[src/rtl/pulse_divider_if.sv]
//------------------------------------------------------------------------------
// Module      : pulse_divider_if
// Description : Pulse-train and register bus for the pulse divider. The
//               master side drives the pulse input, enable and register
//               writes; the slave side (the divider) returns the routed
//               pulses and the live count.
// Revision    : 1.0 - initial release
//------------------------------------------------------------------------------
`default_nettype none

interface pulse_divider_if #(
  parameter int CW = 32
);
  logic          inp_i;
  logic          enable_i;
  logic [CW-1:0] DIVISOR;
  logic          DIVISOR_WSTB;
  logic          FIRST_PULSE;
  logic          FIRST_PULSE_WSTB;
  logic          outd_o;
  logic          outn_o;
  logic [CW-1:0] COUNT;

  modport master (
    output inp_i, enable_i, DIVISOR, DIVISOR_WSTB, FIRST_PULSE, FIRST_PULSE_WSTB,
    input  outd_o, outn_o, COUNT
  );

  modport slave (
    input  inp_i, enable_i, DIVISOR, DIVISOR_WSTB, FIRST_PULSE, FIRST_PULSE_WSTB,
    output outd_o, outn_o, COUNT
  );
endinterface

`default_nettype wire

[src/rtl/pulse_divider.sv]
//------------------------------------------------------------------------------
// Module      : pulse_divider
// Description : Routes every DIVISOR-th rising edge of the input pulse train
//               to outd_o and all other pulses to outn_o, preserving pulse
//               shape with one clock of latency.
// Revision    : 1.0 - initial release
//------------------------------------------------------------------------------
`default_nettype none

module pulse_divider #(
  parameter int CW = 32
) (
  input wire             clk_i,
  input wire             reset_i,
  pulse_divider_if.slave bus
);

  localparam logic [CW-1:0] C_ONE = CW'(1);

  // ROUTE_NONE marks a pulse that was swallowed by a reload (or was already
  // high when the block was enabled): it must stay silent until its next edge.
  typedef enum logic [1:0] {
    ROUTE_NONE = 2'd0,
    ROUTE_N    = 2'd1,
    ROUTE_D    = 2'd2
  } route_t;

  route_t        route_q, route_d;
  logic          inp_q, inp_d;
  logic [CW-1:0] cnt_q, cnt_d;
  logic          outd_q, outd_d;
  logic          outn_q, outn_d;

  logic [CW-1:0] deff;
  logic [CW-1:0] last;
  logic [CW-1:0] init;
  logic          reload;
  logic          rise;

  // Effective divisor, reload value and edge detect from the live register inputs.
  always_comb begin
    deff   = (bus.DIVISOR == '0) ? C_ONE : bus.DIVISOR;
    last   = deff - C_ONE;
    init   = bus.FIRST_PULSE ? last : '0;
    reload = ~bus.enable_i | bus.DIVISOR_WSTB | bus.FIRST_PULSE_WSTB;
    rise   = bus.inp_i & ~inp_q;
  end

  // Next-state: reload beats edges; on an edge pick the route, then gate the pulse through it.
  always_comb begin
    inp_d   = bus.inp_i;
    cnt_d   = cnt_q;
    route_d = route_q;
    outd_d  = 1'b0;
    outn_d  = 1'b0;
    if (reload) begin
      cnt_d   = init;
      route_d = ROUTE_NONE;
    end else begin
      if (rise) begin
        // >= also catches a counter left above a DIVISOR lowered without a strobe.
        if (cnt_q >= last) begin
          route_d = ROUTE_D;
          cnt_d   = '0;
        end else begin
          route_d = ROUTE_N;
          cnt_d   = cnt_q + C_ONE;
        end
      end
      outd_d = bus.inp_i & (route_d == ROUTE_D);
      outn_d = bus.inp_i & (route_d == ROUTE_N);
    end
  end

  // State and output registers with asynchronous reset.
  always_ff @(posedge clk_i or posedge reset_i) begin
    if (reset_i) begin
      inp_q   <= 1'b0;
      cnt_q   <= '0;
      route_q <= ROUTE_N;
      outd_q  <= 1'b0;
      outn_q  <= 1'b0;
    end else begin
      inp_q   <= inp_d;
      cnt_q   <= cnt_d;
      route_q <= route_d;
      outd_q  <= outd_d;
      outn_q  <= outn_d;
    end
  end

  assign bus.outd_o = outd_q;
  assign bus.outn_o = outn_q;
  assign bus.COUNT  = cnt_q;

endmodule

`default_nettype wire

[src/flat_wrapper.sv]
// flat-port wrapper written by rule: the top's interface ports become plain ports
module pulse_divider_flat 
#(
  parameter int CW = 32
)
  (clk_i, reset_i, bus_inp_i, bus_enable_i, bus_DIVISOR, bus_DIVISOR_WSTB, bus_FIRST_PULSE, bus_FIRST_PULSE_WSTB, bus_outd_o, bus_outn_o, bus_COUNT);
  pulse_divider_if #(.CW(CW)) bus_i ();
  input wire clk_i;
  input wire reset_i;
  input wire logic [$bits(bus_i.inp_i)-1:0] bus_inp_i;
  input wire logic [$bits(bus_i.enable_i)-1:0] bus_enable_i;
  input wire logic [$bits(bus_i.DIVISOR)-1:0] bus_DIVISOR;
  input wire logic [$bits(bus_i.DIVISOR_WSTB)-1:0] bus_DIVISOR_WSTB;
  input wire logic [$bits(bus_i.FIRST_PULSE)-1:0] bus_FIRST_PULSE;
  input wire logic [$bits(bus_i.FIRST_PULSE_WSTB)-1:0] bus_FIRST_PULSE_WSTB;
  output wire logic [$bits(bus_i.outd_o)-1:0] bus_outd_o;
  output wire logic [$bits(bus_i.outn_o)-1:0] bus_outn_o;
  output wire logic [$bits(bus_i.COUNT)-1:0] bus_COUNT;
  assign bus_i.inp_i = bus_inp_i;
  assign bus_i.enable_i = bus_enable_i;
  assign bus_i.DIVISOR = bus_DIVISOR;
  assign bus_i.DIVISOR_WSTB = bus_DIVISOR_WSTB;
  assign bus_i.FIRST_PULSE = bus_FIRST_PULSE;
  assign bus_i.FIRST_PULSE_WSTB = bus_FIRST_PULSE_WSTB;
  assign bus_outd_o = bus_i.outd_o;
  assign bus_outn_o = bus_i.outn_o;
  assign bus_COUNT = bus_i.COUNT;
  pulse_divider #(.CW(CW)) u_core (.clk_i(clk_i), .reset_i(reset_i), .bus(bus_i));
endmodule
[config.mk]
export PLATFORM = sky130hd
export DESIGN_NAME = pulse_divider_flat
export DESIGN_NICKNAME = d
export VERILOG_FILES = /design/src/rtl/pulse_divider_if.sv /design/src/rtl/pulse_divider.sv /design/src/flat_wrapper.sv
export SDC_FILE = /design/constraint.sdc
export NUM_CORES = 1
export LEC_CHECK = 0
export ABC_AREA = 1
export CAP_MARGIN = 20
export CORE_MARGIN = 2
export CORE_UTILIZATION = 50
export DETAILED_ROUTE_END_ITERATION = 10
export PLACE_DENSITY = 0.78
export SETUP_SLACK_MARGIN = 0.15
export SLEW_MARGIN = 20
export SYNTH_ARGS = -nofsm -noshare
export SYNTH_HDL_FRONTEND = slang
export SYNTH_SLANG_ARGS = --single-unit
[constraint.sdc]
create_clock -name clk_i -period 1.78 [get_ports clk_i]
set_input_delay 0.445 -clock clk_i [delete_from_list [all_inputs] [get_ports clk_i]]
set_output_delay 0.445 -clock clk_i [all_outputs]
set_load 0.02 [all_outputs]
== Word-level counts from Yosys, hierarchy flattened ==
Index checks and enable logic that the tools add are counted.

* Register bits after elaboration: 37
* Input port bits: 39
* Output and inout bits: 34
* Logic and storage cells: 30

* Add/subtract/negate cells: 2
* $lt $le $gt $ge: 1
* Equal/unequal tests: 2
* Muxes and demuxes: 11
* Bitwise gates (word level): 7
* Reduce and logical (&&, ||, !) cells: 2

{| class="wikitable"
|+ Operators by type and width
! operator !! number
|-
| 32-bit two-way mux || 5
|-
| 32-bit by 1-bit adder with 32-bit output (second input constant) || 1
|-
| 32-bit >= comparator || 1
|-
| 32-bit logical NOT || 1
|-
| 32-bit by 1-bit subtractor with 32-bit output (second input constant) || 1
|-
| 2-bit two-way mux || 4
|-
| 1-bit AND || 3
|-
| 2-bit by 1-bit equality test with 1-bit output (second input constant) || 1
|-
| 2-bit equality test (second input constant) || 1
|-
| 1-bit two-way mux || 2
|-
| 1-bit inverter || 2
|-
| 1-bit OR || 2
|-
| 2-bit nonzero test || 1
|}

== Logic depth before layout (Yosys ltp) ==
Gate-level depths: netlist of run 1.

* Depth in word-level cells: 10
* Gate-level depth with buffers: 29
* Depth with buffers taken out: 27

== Worst setup path before layout of run 1 ==
No wires, ideal clock.

* Path kind: input-to-reg
* Start point: input port bus_DIVISOR[17]
* End point: register u_core.cnt_q[3], in the netlist u_core.bus.COUNT[3]
* Data arrival time: 3,128 ps
* Required time: 1,645 ps
* Path slack: -1,483 ps
* Stages on the path: 26
* Buffers on the path: 2
* Cells stage by stage: nor2_1 > nand2_1 > nor2_1 > nand2_1 > nor2_2 > nor2_2 > buf_6 > ha_1 > nand3_2 > nor2_4 > nand2_4 > nor2_2 > nand2_1 > xor2_1 > inv_1 > ha_1 > nand2_1 > nor2_1 > nand4_1 > nor2_1 > nand2_1 > nand3_1 > buf_2 > o21ai_0 > nand2_1 > o21ai_0

* Cells in the longest elaborated chain, start to end: 7
* Elaborated cells on any way between the ends: 8
* Those cells by class: add/sub (1); order compare (1); mux (5); reduce/logical (1)

{| class="wikitable"
|+ RTL lines
! what !! RTL line !! source
|-
| start, declared || flat_wrapper.sv:12 || <nowiki>input wire logic [$bits(bus_i.DIVISOR)-1:0] bus_DIVISOR;</nowiki>
|-
| 32-bit logical NOT || pulse_divider.sv:42 || <nowiki>deff = (bus.DIVISOR == '0) ? C_ONE : bus.DIVISOR;</nowiki>
|-
| 32-bit two-way mux (*) || pulse_divider.sv:42 ||
|-
| 32-bit by 1-bit subtractor with 32-bit output (*) || pulse_divider.sv:43 || <nowiki>last = deff - C_ONE;</nowiki>
|-
| 32-bit >= comparator || pulse_divider.sv:62 || <nowiki>if (cnt_q >= last) begin</nowiki>
|-
| 32-bit two-way mux || pulse_divider.sv:62 ||
|-
| 32-bit two-way mux || pulse_divider.sv:60 || <nowiki>if (rise) begin</nowiki>
|-
| 32-bit two-way mux (*) || pulse_divider.sv:56 || <nowiki>if (reload) begin</nowiki>
|-
| end signal, assigned || pulse_divider.sv:85 || <nowiki>cnt_q <= cnt_d;</nowiki>
|-
| end, declared || pulse_divider.sv:30 || <nowiki>logic [CW-1:0] cnt_q, cnt_d;</nowiki>
|}

Mark *: on every way between the ends. The rest lies on a longest branch, timed or not. The select of a mux whose other input is x is not followed.
A chain may end at the register's enable or synchronous reset.

== Final worst setup path of run 1 ==
* Start point: input port bus_DIVISOR[20]
* End point: register u_core.outd_q, in the netlist u_core.bus.outd_o

* Cells in the longest elaborated chain, start to end: 10

{| class="wikitable"
|+ RTL lines
! what !! RTL line !! source
|-
| 32-bit logical NOT || pulse_divider.sv:42 ||
|-
| 32-bit two-way mux (*) || pulse_divider.sv:42 ||
|-
| 32-bit by 1-bit subtractor with 32-bit output (*) || pulse_divider.sv:43 ||
|-
| 32-bit >= comparator (*) || pulse_divider.sv:62 ||
|-
| 2-bit two-way mux (*) || pulse_divider.sv:62 ||
|-
| 2-bit two-way mux (*) || pulse_divider.sv:60 ||
|-
| 2-bit two-way mux (*) || pulse_divider.sv:56 ||
|-
| 2-bit equality test (*) || pulse_divider.sv:70 || <nowiki>outd_d = bus.inp_i & (route_d == ROUTE_D);</nowiki>
|-
| 1-bit AND (*) || pulse_divider.sv:70 ||
|-
| 1-bit two-way mux (*) || pulse_divider.sv:56 ||
|-
| named net u_core.outd_d || pulse_divider.sv:31 || <nowiki>logic outd_q, outd_d;</nowiki>
|-
| end signal, assigned || pulse_divider.sv:87 || <nowiki>outd_q <= outd_d;</nowiki>
|-
| end, declared || pulse_divider.sv:31 ||
|}

Mark *: on every way through the listed nets, which the timed path passes. The rest lies on a longest branch. The select of a mux whose other input is x is not followed.

==> flow_summary.ini, run 1 <==
[outcome]
status = complete, but fails checks
violations_in_the_final_reports = negative setup slack

[hold_path]
hold_path.class = in2async

[cts]
cts_root_buffer = clkbuf_8
insertion_delay_ns = 0.31
clock_tree_from_tritoncts = built
ctsLongestPathBuffers = 2
htree_levels = 2
tritoncts_sinks = 37
cts_buffers = 5
worst_setup_hold_path_clk_slew_ns = 0.09

[yosys]
post_synth_instance_area_um2 = 4620
syn_nets = 848
synth-seq-cells = 37
synth.avg_cell_area_um2 = 5.96
synthesis.yosys.warnings = 0
seq_area_frac_synth_pct = 20.1
synthCells = 775
synth.lib_cells_used.distinct = 39

[place]
place.detailed.hpwl_um = 14100
finalWeightedCongestion = 1.00
io_buffer_count = 72
placedCellCount = 1105

[layout]
nets = 1116
num-fill-cells = 577
mostFrequentLayoutCells = 215 x nand2_1, 197 x buf_4, 119 x nor2_1, 79 x inv_1, 41 x nand3_1
most_common_cell_after_layout_fill_and_taps_aside = nand2_1
postLayoutCoreUtil_pct = 83.0
final-instance-count-excl-fill = 1155
number_of_diodes_added_for_antenna_fixing = 0
flow.area_growth_from_synthesis_pct = 63.7
drive_gt1_share_pct = 39.8

[timing]
final_hold_viol_count = 0
timing.slew.headroom_pct = 76.9
timing.fmax_mhz = 291
post-route-worst-setup-slack_ns = -1.65
timing.final.setup_violations = 36
max_slew.worst_pin.slew_ns = 0.343
slew_violations = 0
timing.final.crit_share_pct = 193
grt_setup_unrepaired = true
layout_min_cycle_time_ns = 3.43
clock-skew-final_ns = 0.00766

[floorplanning]
dieArea_um2 = 10000
ios = 73
floorplan.core_area_um2 = 9110
die-height_um = 100
floorplan.initialDensity_pct = 50.7
die_w_um = 100
num_rows = 35

[global_routing]
grt_antenna_before_repair = 0
vias_in_the_first_global_route = 6302
grt_pass1_wl_um = 29400
grt_use_total_pct = 37.2
grt_overflow = 0
grt_start_max_net_pins = 39

[critical_path]
crit_path_end_kind = flop
worstSetupStartpointType = input pin
worst-path-max-fanout = 4
arrival_ns = 3.68
required_ns = 2.02
timing.setup.critical_path_class = in2reg

[routing]
drt-initial-drc-count = 658
ant_nets = 0
via_count = 6551
drtPass1Iterations = 5
avgViaCountPerCell = 5.67
post_drt_wl_per_cell_um = 17.7
route.final.wire_length_um = 20400
drt_drc_violations_left = 0

[job]
cap_viol_max_count = 0

[power_and_ir_drop]
power.sequential.fraction_pct = 28.1
p_int_mw = 2.12
power_density_nw_per_um2 = 463
p_sw_mw = 1.38
combinational_fraction_of_design_power_pct = 48.2
vdd.ir_drop.worst_mv = 0.360
total_leakage_power_nw = 3.85
p_clk_share_pct = 23.7
netSwitchingFraction_pct = 39.3
[worst max-delay path, stage by stage]
cell     delay, ns
buf_8         0.09
nor2_4        0.04
nand2_2       0.09
nor2_4        0.05
nand2_2       0.09
nor2_2        0.05
nor2_2        0.15
ha_4          0.17
nand3_4       0.10
nor2_4        0.15
nand4_1       0.13
nor2_1        0.17
xor2_1        0.24
inv_1         0.11
ha_4          0.27
nand2_2       0.06
nor2_2        0.21
nand2_2       0.13
nor2_4        0.19
nand2_4       0.09
buf_6         0.13
nand4_1       0.18
buf_4         0.16
nand3_2       0.06
nor2_1        0.09
[state kept, by name, indices dropped and copies added, names as in the netlist]
name	flops
u_core.bus.COUNT	32
u_core.route_q	2
u_core.bus.outd_o	1
u_core.bus.outn_o	1
u_core.inp_q	1
[kinds of logic after synthesis]
logic type | Yosys count | share of synthesized area [%]
and+or+nand+nor | 508 | 48.6
buffers and inverters | 102 | 8.62
DFF | 37 | 20.1
xor gates and xnor gates | 32 | 6.07
AOI/OAI and AO/OA | 62 | 7.40
adders and majority gates | 34 | 9.21
[routing by layer]
| metal | GRT usage (%) | vias up | share of wire, % |
|---|---|---|---|
| met4 | 19.6 | 0 | 6.6 |
| met5 | 0 | - | 0 |
| met2 | 64.7 | 418 | 48 |
| met1 | 44.9 | 3015 | 37 |
| li1 | - | 2983 | - |
| met3 | 4.67 | 135 | 8.5 |
[timing repair]
action | in CTS | in global routing
pin swaps | 47 | 24
gates resized for setup | 273 | 93
hold buffers | 0 | 0
buffers inserted | 33 | 9
endpoints found under the setup margin | 70 | 60
[cell usage after synthesis]
master / instances / area share (%)
o21bai_1: 2 / 0.33
a21o_1: 1 / 0.16
o21ai_0: 14 / 1.5
buf_6: 1 / 0.24
nor3_1: 4 / 0.43
and2_1: 1 / 0.14
xor2_1: 24 / 4.6
o21ai_1: 9 / 0.98
or2_2: 6 / 0.81
nor3_2: 7 / 1.5
nand3b_1: 1 / 0.16
o21a_1: 2 / 0.33
inv_2: 4 / 0.33
buf_1: 2 / 0.16
o22ai_1: 1 / 0.14
nor2_2: 15 / 2.0
nand3_1: 46 / 5.0
o211ai_1: 1 / 0.16
ha_1: 34 / 9.2
xnor2_1: 8 / 1.5
nor2_1: 140 / 11
a21oi_2: 1 / 0.19
nand2_1: 248 / 20
nand4_1: 17 / 2.3
inv_1: 83 / 6.7
nand2_4: 1 / 0.24
nor4_4: 1 / 0.46
o22ai_2: 1 / 0.27
nor2_4: 7 / 1.7
nand2_2: 7 / 0.95
dfrtp_1: 36 / 20
buf_2: 6 / 0.65
nand3_2: 5 / 1.1
or2_1: 1 / 0.14
dfstp_2: 1 / 0.57
a21oi_1: 29 / 3.1
and3_1: 1 / 0.14
clkbuf_1: 6 / 0.49
o21ai_2: 1 / 0.19
[path summary, 6_finish.rpt]
kind / start / to / slack (ns) / cells past startpoint
max in group asynchronous: reset_i / u_core.route_q[0] / 1.02 / 3
min: reset_i / u_core.bus.COUNT[29] / 0.48 / 3
max reg2reg: u_core.bus.COUNT[9] / u_core.bus.outd_o / -0.38 / 13
max: bus_DIVISOR[20] / u_core.bus.outd_o / -1.65 / 25
min reg2reg: u_core.route_q[0] / u_core.route_q[0] / 0.54 / 2
min in group clk_i: u_core.route_q[0] / u_core.route_q[0] / 0.54 / 2
[metrics by stage]
stage	hold WS (ns)	area (um^2)	power, mW	setup WS [ns]	setup TNS, ns
CTS	0.510	7280	3.29	-1.34	-46.30
global placement	0.506	6770	2.40	-2.35	-82.40
global route	0.522	7560	3.63	-1.86	-62.07
finish	0.475	7560	3.50	-1.65	-55.95
detailed placement	0.530	6770	2.45	-2.42	-85.00
floorplan	0.476	4760	1.70	-1.42	-49.14
[power by group through the flow]
stage	clock, mW	sequential (mW)	combinational [mW]
CTS	0.808	0.969	1.51
detailed placement	0	0.984	1.46
floorplan	0	1.11	0.587
finish	0.828	0.983	1.69
global route	0.849	0.987	1.80
global placement	0	0.982	1.42
[layout make-up]
class	count	area, um^2	area share [%]
clock inverters	2	37.5	0.496
repair buffers	276	2260	29.9
well taps	111	139	1.84
inverters	87	329	4.35
multi-input cells	636	3790	50.1
clock buffers	6	82.6	1.09
flip-flops and latches	37	930	12.3
Note: power is estimated with default switching activity, not from simulation.
==> run 2: changes to the inputs <==
--- a/config.mk
+++ b/config.mk
@@ -9,6 +9,7 @@
 export CAP_MARGIN = 20
 export CORE_MARGIN = 2
 export CORE_UTILIZATION = 50
+export CTS_CLUSTER_SIZE = 14
 export DETAILED_ROUTE_END_ITERATION = 10
 export PLACE_DENSITY = 0.78
 export SETUP_SLACK_MARGIN = 0.15
==> results of run 2 <==
The final DEF is identical to that of run 1; final timing and power are the same.
==> run 3: changes to the inputs <==
--- a/config.mk
+++ b/config.mk
@@ -12,6 +12,7 @@
 export CTS_CLUSTER_SIZE = 14
 export DETAILED_ROUTE_END_ITERATION = 10
 export PLACE_DENSITY = 0.78
+export REMOVE_ABC_BUFFERS = 1
 export SETUP_SLACK_MARGIN = 0.15
 export SLEW_MARGIN = 20
 export SYNTH_ARGS = -nofsm -noshare
==> flow_summary.ini, run 3 (synthesis results as in run 1) <==
[floorplanning]
ios = 73
die-height_um = 100
num_rows = 35
dieArea_um2 = 10000
floorplan.initialDensity_pct = 50.7
floorplan.core_area_um2 = 9110
die_w_um = 100

[critical_path]
crit_path_end_kind = flop
cpLargestDelayFamily = simple AND/OR/NAND/NOR gates
worstRegToRegCells = 13
worstSetupStartpointType = input pin
critical_path.reg2reg.startpoint = u_core.bus.COUNT[9]
path_length_in_cells_of_the_critical_path = 26
worst-path-max-fanout = 4
arrival_ns = 3.58
cp_slowest_stage_delay_ns = 0.31
worst_setup_path_startpoint = bus_DIVISOR[21]
critPathBufInv = 5
timing.setup.critical_path_class = in2reg
ff2ff_setup_slack_ns = -0.31
required_ns = 2.03
reg2reg_to = u_core.bus.outn_o
critical-path-slowest-cell = ha_1

[global_routing]
grt_start_max_net_pins = 38
grt_overflow = 0
vias_in_the_first_global_route = 6391
grt_use_total_pct = 39.5
grt_antenna_before_repair = 0
grt_pass1_wl_um = 31100

[cts]
cts.hold.buffers_added = 0
clock_tree_from_tritoncts = built
cts_root_buffer = clkbuf_8
cts_buffers = 5
worst_setup_hold_path_clk_slew_ns = 0.10
ctsLongestPathBuffers = 2
tritoncts_sinks = 37
htree_levels = 2
insertion_delay_ns = 0.31

[layout]
max_ffs_per_register = 32
drive_gt1_share_pct = 39.0
most_common_cell_after_layout_fill_and_taps_aside = nand2_1
nets = 1117
num-fill-cells = 579
number_of_diodes_added_for_antenna_fixing = 0
final-instance-count-excl-fill = 1156
final_cell_area_um2 = 7580
flow.area_growth_from_synthesis_pct = 64.1
mostFrequentLayoutCells = 228 x nand2_1, 184 x buf_4, 109 x nor2_1, 80 x inv_1, 43 x nand3_1

[outcome]
violations_in_the_final_reports = negative setup slack
status = complete, but fails checks

[power_and_ir_drop]
p_sw_mw = 1.40
combinational_fraction_of_design_power_pct = 48.6
netSwitchingFraction_pct = 40.2
design_power_mw = 3.49
power.sequential.fraction_pct = 27.9
power_density_nw_per_um2 = 461
vdd.ir_drop.worst_mv = 0.387
p_int_mw = 2.09
p_clk_share_pct = 23.4
total_leakage_power_nw = 3.89

[timing]
slew_violations = 0
grt_setup_unrepaired = true
layout_min_cycle_time_ns = 3.34
final_hold_viol_count = 0
max_slew.worst_pin.slew_ns = 0.367
clock-skew-final_ns = 0.00772
timing.fmax_mhz = 300
post-route-worst-setup-slack_ns = -1.56
timing.slew.headroom_pct = 75.5
timing.final.setup_violations = 36
timing.final.crit_share_pct = 187

[place]
finalWeightedCongestion = 1.02
placed_cell_area_um2 = 6700
io_buffer_count = 72
place.detailed.hpwl_um = 14200
placedCellCount = 1108
dp_slack_ns = -2.45

[routing]
ant_nets = 0
route.final.wire_length_um = 21700
post_drt_wl_per_cell_um = 18.7
drtPass1Iterations = 7
drt_drc_violations_left = 0
drt-initial-drc-count = 603
via_count = 6604
avgViaCountPerCell = 5.71

[job]
cap_viol_max_count = 0

[hold_path]
hold_path.class = in2async
-- run 3: changes by cell type in the layout (fill, tap and decap cells not counted), moves of 7 or more --
cell / delta
nand2_2: -14
nor2_2: +7
buf_4: -13
buf_2: +10
nand2_1: +13
buf_6: +7
nor2_1: -10
-- run 3: per-layer routing --
metal	GRT usage, %	vias up	wire length, um
met4	19.6	0	1240
met5	0	-	0
met2	69.0	472	10400
li1	-	2974	-
met3	4.53	110	1950
met1	48.0	3048	8110
-- run 3: power groups by stage --
stage          logic, mW  registers (mW)  clock network, mW
2_1_floorplan      0.531            1.11                  0
3_3_place_gp        1.42           0.982                  0
3_5_place_dp        1.46           0.985                  0
4_1_cts             1.52           0.969              0.813
5_1_grt             1.81           0.979              0.823
6_report            1.70           0.976              0.818
-- run 3: repair_timing --
item                                   4_1_cts  5_1_grt
resized for setup                          288       99
gates cloned                                 0        1
endpoints found under the hold margin        0        0
pin swaps                                   54       51
buffers inserted                            33        6
setup endpoints to repair                   70       58
-- run 3: worst max path at each step --
stage / slack, ns / endpoint
2_1_floorplan: -1.97 / u_core.bus.COUNT[11]
3_3_place_gp: -2.25 / u_core.bus.COUNT[15]
3_5_place_dp: -2.45 / u_core.bus.COUNT[31]
4_1_cts: -1.47 / u_core.route_q[0]
5_1_grt: -1.78 / u_core.bus.outn_o
6_report: -1.56 / u_core.bus.outn_o
-- run 3: stage by stage --
stage               TNS (ns)  hold slack, ns  util [%]
global placement      -77.34           0.506      73.5
detailed placement    -84.60           0.509      73.5
floorplan             -63.73           0.476         -
global route          -59.85           0.517      83.2
finish                -53.97           0.480      83.2
CTS                   -50.01           0.504      79.7
-- run 3: area by class of cell --
cell class                      count  area, um^2  share of cell area, %
Multi-Input combinational cell    636        3760                   49.7
Timing Repair Buffer              277        2300                   30.4
Sequential cell                    37         927                   12.2
Inverter                           87         329                   4.34
Tap cell                          111         139                   1.83
Clock buffer                        5        68.8                  0.908
Clock inverter                      3        46.3                  0.611
-- run 3: tightest hold or removal path: stages --
cell and delay, ns:
clkdlybuf4s50_1 0.39, inv_1 0.09, buf_12 0.23
